File: src/rtl/key_sender.sv
// rtl/key_sender.sv - transmits a stored digit code to a lock and reports the unlock outcome
//
// Purpose: holds a CODE_LEN-digit code in a shift register, strobes it out one
// digit at a time with GAP_CYCLES idle cycles after each strobe, then watches
// `locked` for up to TIMEOUT cycles and reports success or fail.
//
// Ports:
//   clk        - clock, rising edge active
//   reset_n    - asynchronous active-low reset
//   load       - shift load_digit into the code (ignored while busy)
//   load_digit - digit to store, 0-9 accepted
//   start      - begin an attempt (ignored while busy)
//   locked     - lock status, 0 = unlocked
//   key        - digit presented to the lock (0 outside a strobe)
//   key_valid  - one-cycle strobe qualifying key
//   busy       - high whenever an attempt is in progress
//   done       - one-cycle pulse at the end of an attempt
//   success    - last attempt unlocked, held until next start
//   fail       - last attempt timed out, held until next start
//   bad_digit  - one-cycle pulse when a load is rejected
module key_sender #(
  parameter int CODE_LEN   = 6,
  parameter int GAP_CYCLES = 2,
  parameter int TIMEOUT    = 8
) (
  input  logic       clk,
  input  logic       reset_n,
  input  logic       load,
  input  logic [3:0] load_digit,
  input  logic       start,
  input  logic       locked,
  output logic [3:0] key,
  output logic       key_valid,
  output logic       busy,
  output logic       done,
  output logic       success,
  output logic       fail,
  output logic       bad_digit
);

  // A zero timeout still gets one look at the lock.
  localparam int TO_EFF = (TIMEOUT < 1) ? 1 : TIMEOUT;
  localparam int IW = (CODE_LEN > 1) ? $clog2(CODE_LEN) : 1;
  localparam int GW = (GAP_CYCLES > 1) ? $clog2(GAP_CYCLES) : 1;
  localparam int CW = (TO_EFF > 1) ? $clog2(TO_EFF) : 1;

  localparam logic [IW-1:0] IDX_LAST = IW'(CODE_LEN - 1);
  localparam logic [GW-1:0] GAP_LAST = GW'((GAP_CYCLES > 0) ? GAP_CYCLES - 1 : 0);
  localparam logic [CW-1:0] CHK_LAST = CW'(TO_EFF - 1);

  function automatic logic [CODE_LEN-1:0][3:0] default_code();
    logic [CODE_LEN-1:0][3:0] c;
    for (int i = 0; i < CODE_LEN; i++) begin
      case (i)
        0:       c[i] = 4'd3;
        1:       c[i] = 4'd3;
        2:       c[i] = 4'd5;
        3:       c[i] = 4'd2;
        4:       c[i] = 4'd5;
        5:       c[i] = 4'd6;
        default: c[i] = 4'd0;
      endcase
    end
    return c;
  endfunction

  localparam logic [CODE_LEN-1:0][3:0] DEFAULT_CODE = default_code();

  typedef enum logic [2:0] {IDLE, SEND, GAP, CHECK, DONE} state_t;

  state_t                     state;
  logic [CODE_LEN-1:0][3:0]   code;     // element 0 is sent first
  logic [CODE_LEN-1:0][3:0]   tx;       // working copy, shifted as digits go out
  logic [IW-1:0]              idx;
  logic [GW-1:0]              gap_cnt;
  logic [CW-1:0]              chk_cnt;

  logic [CODE_LEN:0][3:0]     code_ext;
  logic [CODE_LEN:0][3:0]     tx_ext;
  logic [CODE_LEN-1:0][3:0]   code_eff;
  logic [CODE_LEN-1:0][3:0]   tx_next;
  logic                       load_ok;
  logic                       advance;

  assign code_ext = {load_digit, code};
  assign tx_ext   = {4'd0, tx};
  assign tx_next  = tx_ext[CODE_LEN:1];
  assign load_ok  = load && (state == IDLE) && (load_digit <= 4'd9);
  // Code as it stands after this cycle's load, so a simultaneous start
  // transmits the freshly loaded digit.
  assign code_eff = load_ok ? code_ext[CODE_LEN:1] : code;
  // End of one digit slot: after SEND with no gap, or after the last gap cycle.
  assign advance  = ((state == SEND) && (GAP_CYCLES == 0)) ||
                    ((state == GAP) && (gap_cnt == GAP_LAST));

  always_ff @(posedge clk or negedge reset_n) begin
    if (!reset_n) begin
      state     <= IDLE;
      code      <= DEFAULT_CODE;
      tx        <= '0;
      idx       <= '0;
      gap_cnt   <= '0;
      chk_cnt   <= '0;
      key       <= 4'd0;
      key_valid <= 1'b0;
      busy      <= 1'b0;
      done      <= 1'b0;
      success   <= 1'b0;
      fail      <= 1'b0;
      bad_digit <= 1'b0;
    end else begin
      key       <= 4'd0;
      key_valid <= 1'b0;
      done      <= 1'b0;
      bad_digit <= 1'b0;

      if (state == IDLE && load) begin
        if (load_ok) code <= code_eff;
        else         bad_digit <= 1'b1;
      end

      case (state)
        IDLE: begin
          if (start) begin
            state     <= SEND;
            busy      <= 1'b1;
            success   <= 1'b0;
            fail      <= 1'b0;
            idx       <= '0;
            tx        <= code_eff;
            key       <= code_eff[0];
            key_valid <= 1'b1;
          end
        end
        SEND: begin
          if (!advance) begin
            state   <= GAP;
            gap_cnt <= '0;
          end
        end
        GAP: begin
          if (!advance) gap_cnt <= gap_cnt + GW'(1);
        end
        CHECK: begin
          if (!locked) begin
            state   <= DONE;
            success <= 1'b1;
            done    <= 1'b1;
          end else if (chk_cnt == CHK_LAST) begin
            state <= DONE;
            fail  <= 1'b1;
            done  <= 1'b1;
          end else begin
            chk_cnt <= chk_cnt + CW'(1);
          end
        end
        DONE: begin
          state <= IDLE;
          busy  <= 1'b0;
        end
        default: begin
          state <= IDLE;
          busy  <= 1'b0;
        end
      endcase

      if (advance) begin
        idx <= idx + IW'(1);
        tx  <= tx_next;
        if (idx == IDX_LAST) begin
          state   <= CHECK;
          chk_cnt <= '0;
        end else begin
          state     <= SEND;
          key       <= tx_next[0];
          key_valid <= 1'b1;
        end
      end
    end
  end

endmodule

File: config.mk
export PLATFORM = sky130hd
export DESIGN_NAME = key_sender
export DESIGN_NICKNAME = d
export VERILOG_FILES = /design/src/rtl/key_sender.sv
export SDC_FILE = /design/constraint.sdc
export NUM_CORES = 1
export LEC_CHECK = 0
export BUFFER_PORTS_ARGS = -buffer_cell sky130_fd_sc_hd__buf_2
export CORE_MARGIN = 1.5
export CORE_UTILIZATION = 61
export DETAILED_ROUTE_END_ITERATION = 12
export PLACE_DENSITY = 0.8
export SETUP_SLACK_MARGIN = 0.2
export SLEW_MARGIN = 20
export SYNTH_ARGS = -nofsm -noshare
export SYNTH_HDL_FRONTEND = slang
export SYNTH_SLANG_ARGS = --single-unit
File: constraint.sdc
create_clock -name clk -period 3.9 [get_ports clk]
set_clock_uncertainty 0.2 [all_clocks]
set_input_delay 0.975 -clock clk [delete_from_list [all_inputs] [get_ports clk]]
set_output_delay 0.975 -clock clk [all_outputs]
set_load 0.05 [all_outputs]
==> flow_results.xml <==
<?xml version="1.0" encoding="UTF-8"?>
<metrics>
  <group name="floorplanning">
    <metric name="rows" unit="">24</metric>
    <metric name="floorplan.initialDensity" unit="%">62.6</metric>
    <metric name="chipHeight" unit="um">69.6</metric>
    <metric name="core_area" unit="mm^2">0.00432</metric>
    <metric name="num_io_pins" unit="">19</metric>
    <metric name="fp.dieArea" unit="mm^2">0.00485</metric>
    <metric name="chipWidth" unit="um">69.6</metric>
  </group>
  <group name="routing">
    <metric name="wire_per_inst" unit="um">17.6</metric>
    <metric name="detail-route-antenna-nets" unit="">0</metric>
    <metric name="detail_route.wirelength" unit="mm">4.82</metric>
    <metric name="detailedRoute.firstPassIterationCount" unit="">4</metric>
    <metric name="drcViolationCount" unit="">0</metric>
    <metric name="detailroute.via_count" unit="">1647</metric>
    <metric name="vias_per_cell" unit="">6.01</metric>
    <metric name="detailedRoute.firstIterationViolations" unit="">142</metric>
  </group>
  <group name="synth">
    <metric name="synth_top_cells_by_count" unit="">sky130_fd_sc_hd__dfrtp_1 (53), sky130_fd_sc_hd__a22o_1 (25), sky130_fd_sc_hd__mux2_4 (20), sky130_fd_sc_hd__a21o_1 (16), sky130_fd_sc_hd__nor2_1 (12)</metric>
    <metric name="avgSynthCellArea" unit="um^2">13.8</metric>
    <metric name="synthArstFlopShare" unit="%">100</metric>
    <metric name="postSynthRegisterBits" unit="">64</metric>
    <metric name="synthesis.instances" unit="">196</metric>
    <metric name="yosysSeqAreaShare" unit="%">59.7</metric>
    <metric name="ys_top_cells_by_area" unit="">sky130_fd_sc_hd__dfrtp_1 (49%), sky130_fd_sc_hd__mux2_4 (11%), sky130_fd_sc_hd__dfstp_2 (11%)</metric>
    <metric name="synth.most_common_cell" unit="">sky130_fd_sc_hd__dfrtp_1</metric>
    <metric name="synth_enable_flop_cells" unit="">0</metric>
    <metric name="post_synth_num_cell_types" unit="">30</metric>
    <metric name="syn_area" unit="mm^2">0.00271</metric>
    <metric name="synth_top_area_share" unit="%">49.0</metric>
    <metric name="ys_warn_count" unit="">0</metric>
    <metric name="synth.net_count" unit="">208</metric>
    <metric name="synth_area_leader_cell" unit="">sky130_fd_sc_hd__dfrtp_1</metric>
    <metric name="ys_dominant_reg_cell" unit="">sky130_fd_sc_hd__dfrtp_1</metric>
  </group>
  <group name="global_routing">
    <metric name="grt_max_degree" unit="">48</metric>
    <metric name="grtUsageTotal" unit="%">22.6</metric>
    <metric name="grt_antenna_before_repair" unit="">0</metric>
    <metric name="global_route.overflow_total" unit="">0</metric>
    <metric name="grt_pass1_wl" unit="mm">8.34</metric>
    <metric name="grt_pass1_vias" unit="">1771</metric>
  </group>
  <group name="run_status">
    <metric name="status" unit="">completed</metric>
  </group>
  <group name="run">
    <metric name="maxCapViolCount" unit="">0</metric>
  </group>
  <group name="sta">
    <metric name="rsz0062_at_grt" unit="">no</metric>
    <metric name="post-route-min-period" unit="ns">2.49</metric>
    <metric name="slew-limit-headroom" unit="%">60.9</metric>
    <metric name="count_of_final_max_slew_check_failures" unit="">0</metric>
    <metric name="fmaxAchievable" unit="MHz">401</metric>
    <metric name="fin_ws" unit="ns">1.41</metric>
    <metric name="whs" unit="ns">0.305</metric>
    <metric name="timing.final.crit_share" unit="%">64.0</metric>
    <metric name="max_slew.worst_pin.slew" unit="ns">0.582</metric>
    <metric name="hold_violations" unit="">0</metric>
    <metric name="setup_viol_count_final" unit="">0</metric>
    <metric name="sum_neg_setup_slack" unit="ns">0</metric>
  </group>
  <group name="setup_path">
    <metric name="critPathMaxStageDelay" unit="ns">0.47</metric>
    <metric name="crit_path_top_delay_cell" unit="">sky130_fd_sc_hd__or4b_4</metric>
    <metric name="worst_setup_path_start_kind" unit="">primary input</metric>
    <metric name="worstSetupEndpointType" unit="">flop</metric>
    <metric name="worstPathArrival" unit="ns">2.52</metric>
    <metric name="crit_path_max_fanout" unit="">23</metric>
    <metric name="worst_ep_required_time" unit="ns">3.92</metric>
    <metric name="timing_worst_setup_path_type" unit="">in2reg</metric>
    <metric name="path_cells" unit="">buf_2 -&gt; or4b_4 -&gt; nand2b_4 -&gt; mux2_2 -&gt; a22o_1</metric>
    <metric name="worstPathBufferInverterCount" unit="">1</metric>
    <metric name="path_delay_family" unit="">simple AND/OR/NAND/NOR gates</metric>
  </group>
  <group name="clocking">
    <metric name="tritoncts" unit="">yes</metric>
    <metric name="clk_pin_slew" unit="ns">0.06</metric>
    <metric name="postCtsResizedCells" unit="">0</metric>
    <metric name="clock_tree.buffer_depth" unit="">2</metric>
    <metric name="worst_skew_pair.late_latency" unit="ns">0.34</metric>
    <metric name="clock_sink_count" unit="">64</metric>
    <metric name="htree_num_levels" unit="">3</metric>
    <metric name="cts.repair_timing.setup_buffer_count" unit="">0</metric>
    <metric name="post_cts_hold_buffer_count" unit="">0</metric>
    <metric name="number_of_clock_buffers_inserted_by_tritoncts" unit="">9</metric>
    <metric name="cts-root-buf" unit="">sky130_fd_sc_hd__clkbuf_8</metric>
  </group>
  <group name="cells_and_area">
    <metric name="drive_above_1_share" unit="%">32.9</metric>
    <metric name="finish.instance_area" unit="mm^2">0.00297</metric>
    <metric name="final_cell_count_no_fill" unit="">274</metric>
    <metric name="insertedDiodeCount" unit="">0</metric>
    <metric name="fin_nets" unit="">229</metric>
    <metric name="area_growth_syn_to_layout" unit="%">9.89</metric>
  </group>
  <group name="power">
    <metric name="cellPowerDensity" unit="mW/mm^2">878</metric>
    <metric name="total_leakage_power" unit="nW">1.58</metric>
    <metric name="vdd_ir_drop_max" unit="mV">0.440</metric>
  </group>
  <group name="min_path">
    <metric name="timing.hold.worst.class" unit="">reg2reg</metric>
  </group>
  <group name="placement">
    <metric name="preCtsSetupSlack" unit="ns">1.05</metric>
    <metric name="placed_cells" unit="">258</metric>
    <metric name="placed_area" unit="mm^2">0.00281</metric>
    <metric name="port_buffers" unit="">18</metric>
    <metric name="detailedPlacementHpwl" unit="mm">3.11</metric>
    <metric name="gpl.final_weighted_congestion" unit="">0.784</metric>
  </group>
</metrics>
==> power by group <==
group	switching (W)	internal, W	leakage, nW
logic	0.000493	0.000468	0.703
clock network	0.000229	0.000248	0.0817
registers	0.000188	0.000985	0.794
==> placed cells by master (no fill, tap or decap), types with 3 or more instances in the layout <==
master                     Yosys  routed
sky130_fd_sc_hd__clkbuf_8      0      10
sky130_fd_sc_hd__buf_4         0       4
sky130_fd_sc_hd__a22o_1       25      25
sky130_fd_sc_hd__a21oi_1       3       3
sky130_fd_sc_hd__inv_1         4       4
sky130_fd_sc_hd__o21ai_0       8       8
sky130_fd_sc_hd__ha_1          3       3
sky130_fd_sc_hd__mux2_2        3       3
sky130_fd_sc_hd__buf_2         1      18
sky130_fd_sc_hd__dfstp_2      11      11
sky130_fd_sc_hd__a21o_1       16      16
sky130_fd_sc_hd__mux2_4       20      20
sky130_fd_sc_hd__nand3_1       5       5
sky130_fd_sc_hd__nor2_1       12      12
sky130_fd_sc_hd__dfrtp_1      53      53
sky130_fd_sc_hd__clkbuf_1      6       5
sky130_fd_sc_hd__nand2_1       9       9
==> worst register-to-register path, stage by stage (launching register included) <==
cell,delay [ns]
sky130_fd_sc_hd__dfrtp_1,0.49
sky130_fd_sc_hd__or4b_4,0.58
sky130_fd_sc_hd__nand2b_4,0.36
sky130_fd_sc_hd__mux2_2,0.40
sky130_fd_sc_hd__a22o_1,0.23
==> metrics by stage <==
stage                     utilization (%)  power, W
after floorplan                         -   0.00192
after global placement               65.0   0.00206
after detailed placement             65.0   0.00214
after CTS                            68.8   0.00263
after global routing                 68.8   0.00277
final                                68.8   0.00261
==> area by class of cell <==
cell class | count | area, um^2
Fill cell | 302 | 1350
Multi-Input combinational cell | 116 | 997
Sequential cell | 64 | 1620
Timing Repair Buffer | 22 | 120
Clock inverter | 1 | 5.00
Inverter | 4 | 15.0
Clock buffer | 15 | 156
Tap cell | 52 | 65.1
==> cell families after synthesis <==
family                   Yosys count  synth area share (%)
buffers and inverters             16                  4.02
flip-flops                        64                  59.7
XOR/XNOR                           1                 0.324
AND/OR/NAND/NOR                   35                  7.03
adder cells (fa/ha/maj)            3                  1.39
multiplexers                      23                  12.3
AO/OA/AOI/OAI                     54                  15.2
==> path summary, 6_finish.rpt <==
| kind | slack, ns | depth (start not counted) | endpoint | startpoint |
|---|---|---|---|---|
| max | 1.41 | 5 | key[2] | load |
| min | 0.30 | 1 | code[3] | code[3] |
| max reg2reg | 1.51 | 4 | key[2] | state[0] |
| min reg2reg | 0.30 | 1 | code[3] | code[3] |
| max in group asynchronous | 2.25 | 2 | code[0] | reset_n |
| min in group asynchronous | 0.36 | 1 | tx[19] | reset_n |
==> sequential cells by signal, indices dropped and copies added, names as in the netlist <==
register / count
code: 24
tx: 20
gap_cnt: 1
chk_cnt: 3
success: 1
key: 4
busy: 1
done: 1
bad_digit: 1
state: 3
idx: 3
key_valid: 1
fail: 1
==> per-layer routing <==
| layer | vias to the layer above | track usage (%) | wire [um] |
|---|---|---|---|
| met5 | - | 0 | 0 |
| met4 | 0 | 10.7 | 113 |
| met3 | 11 | 8.72 | 209 |
| met2 | 41 | 36.9 | 2450 |
| met1 | 851 | 26.5 | 2050 |
| li1 | 744 | - | - |
Power figures use the tool's default switching activity.
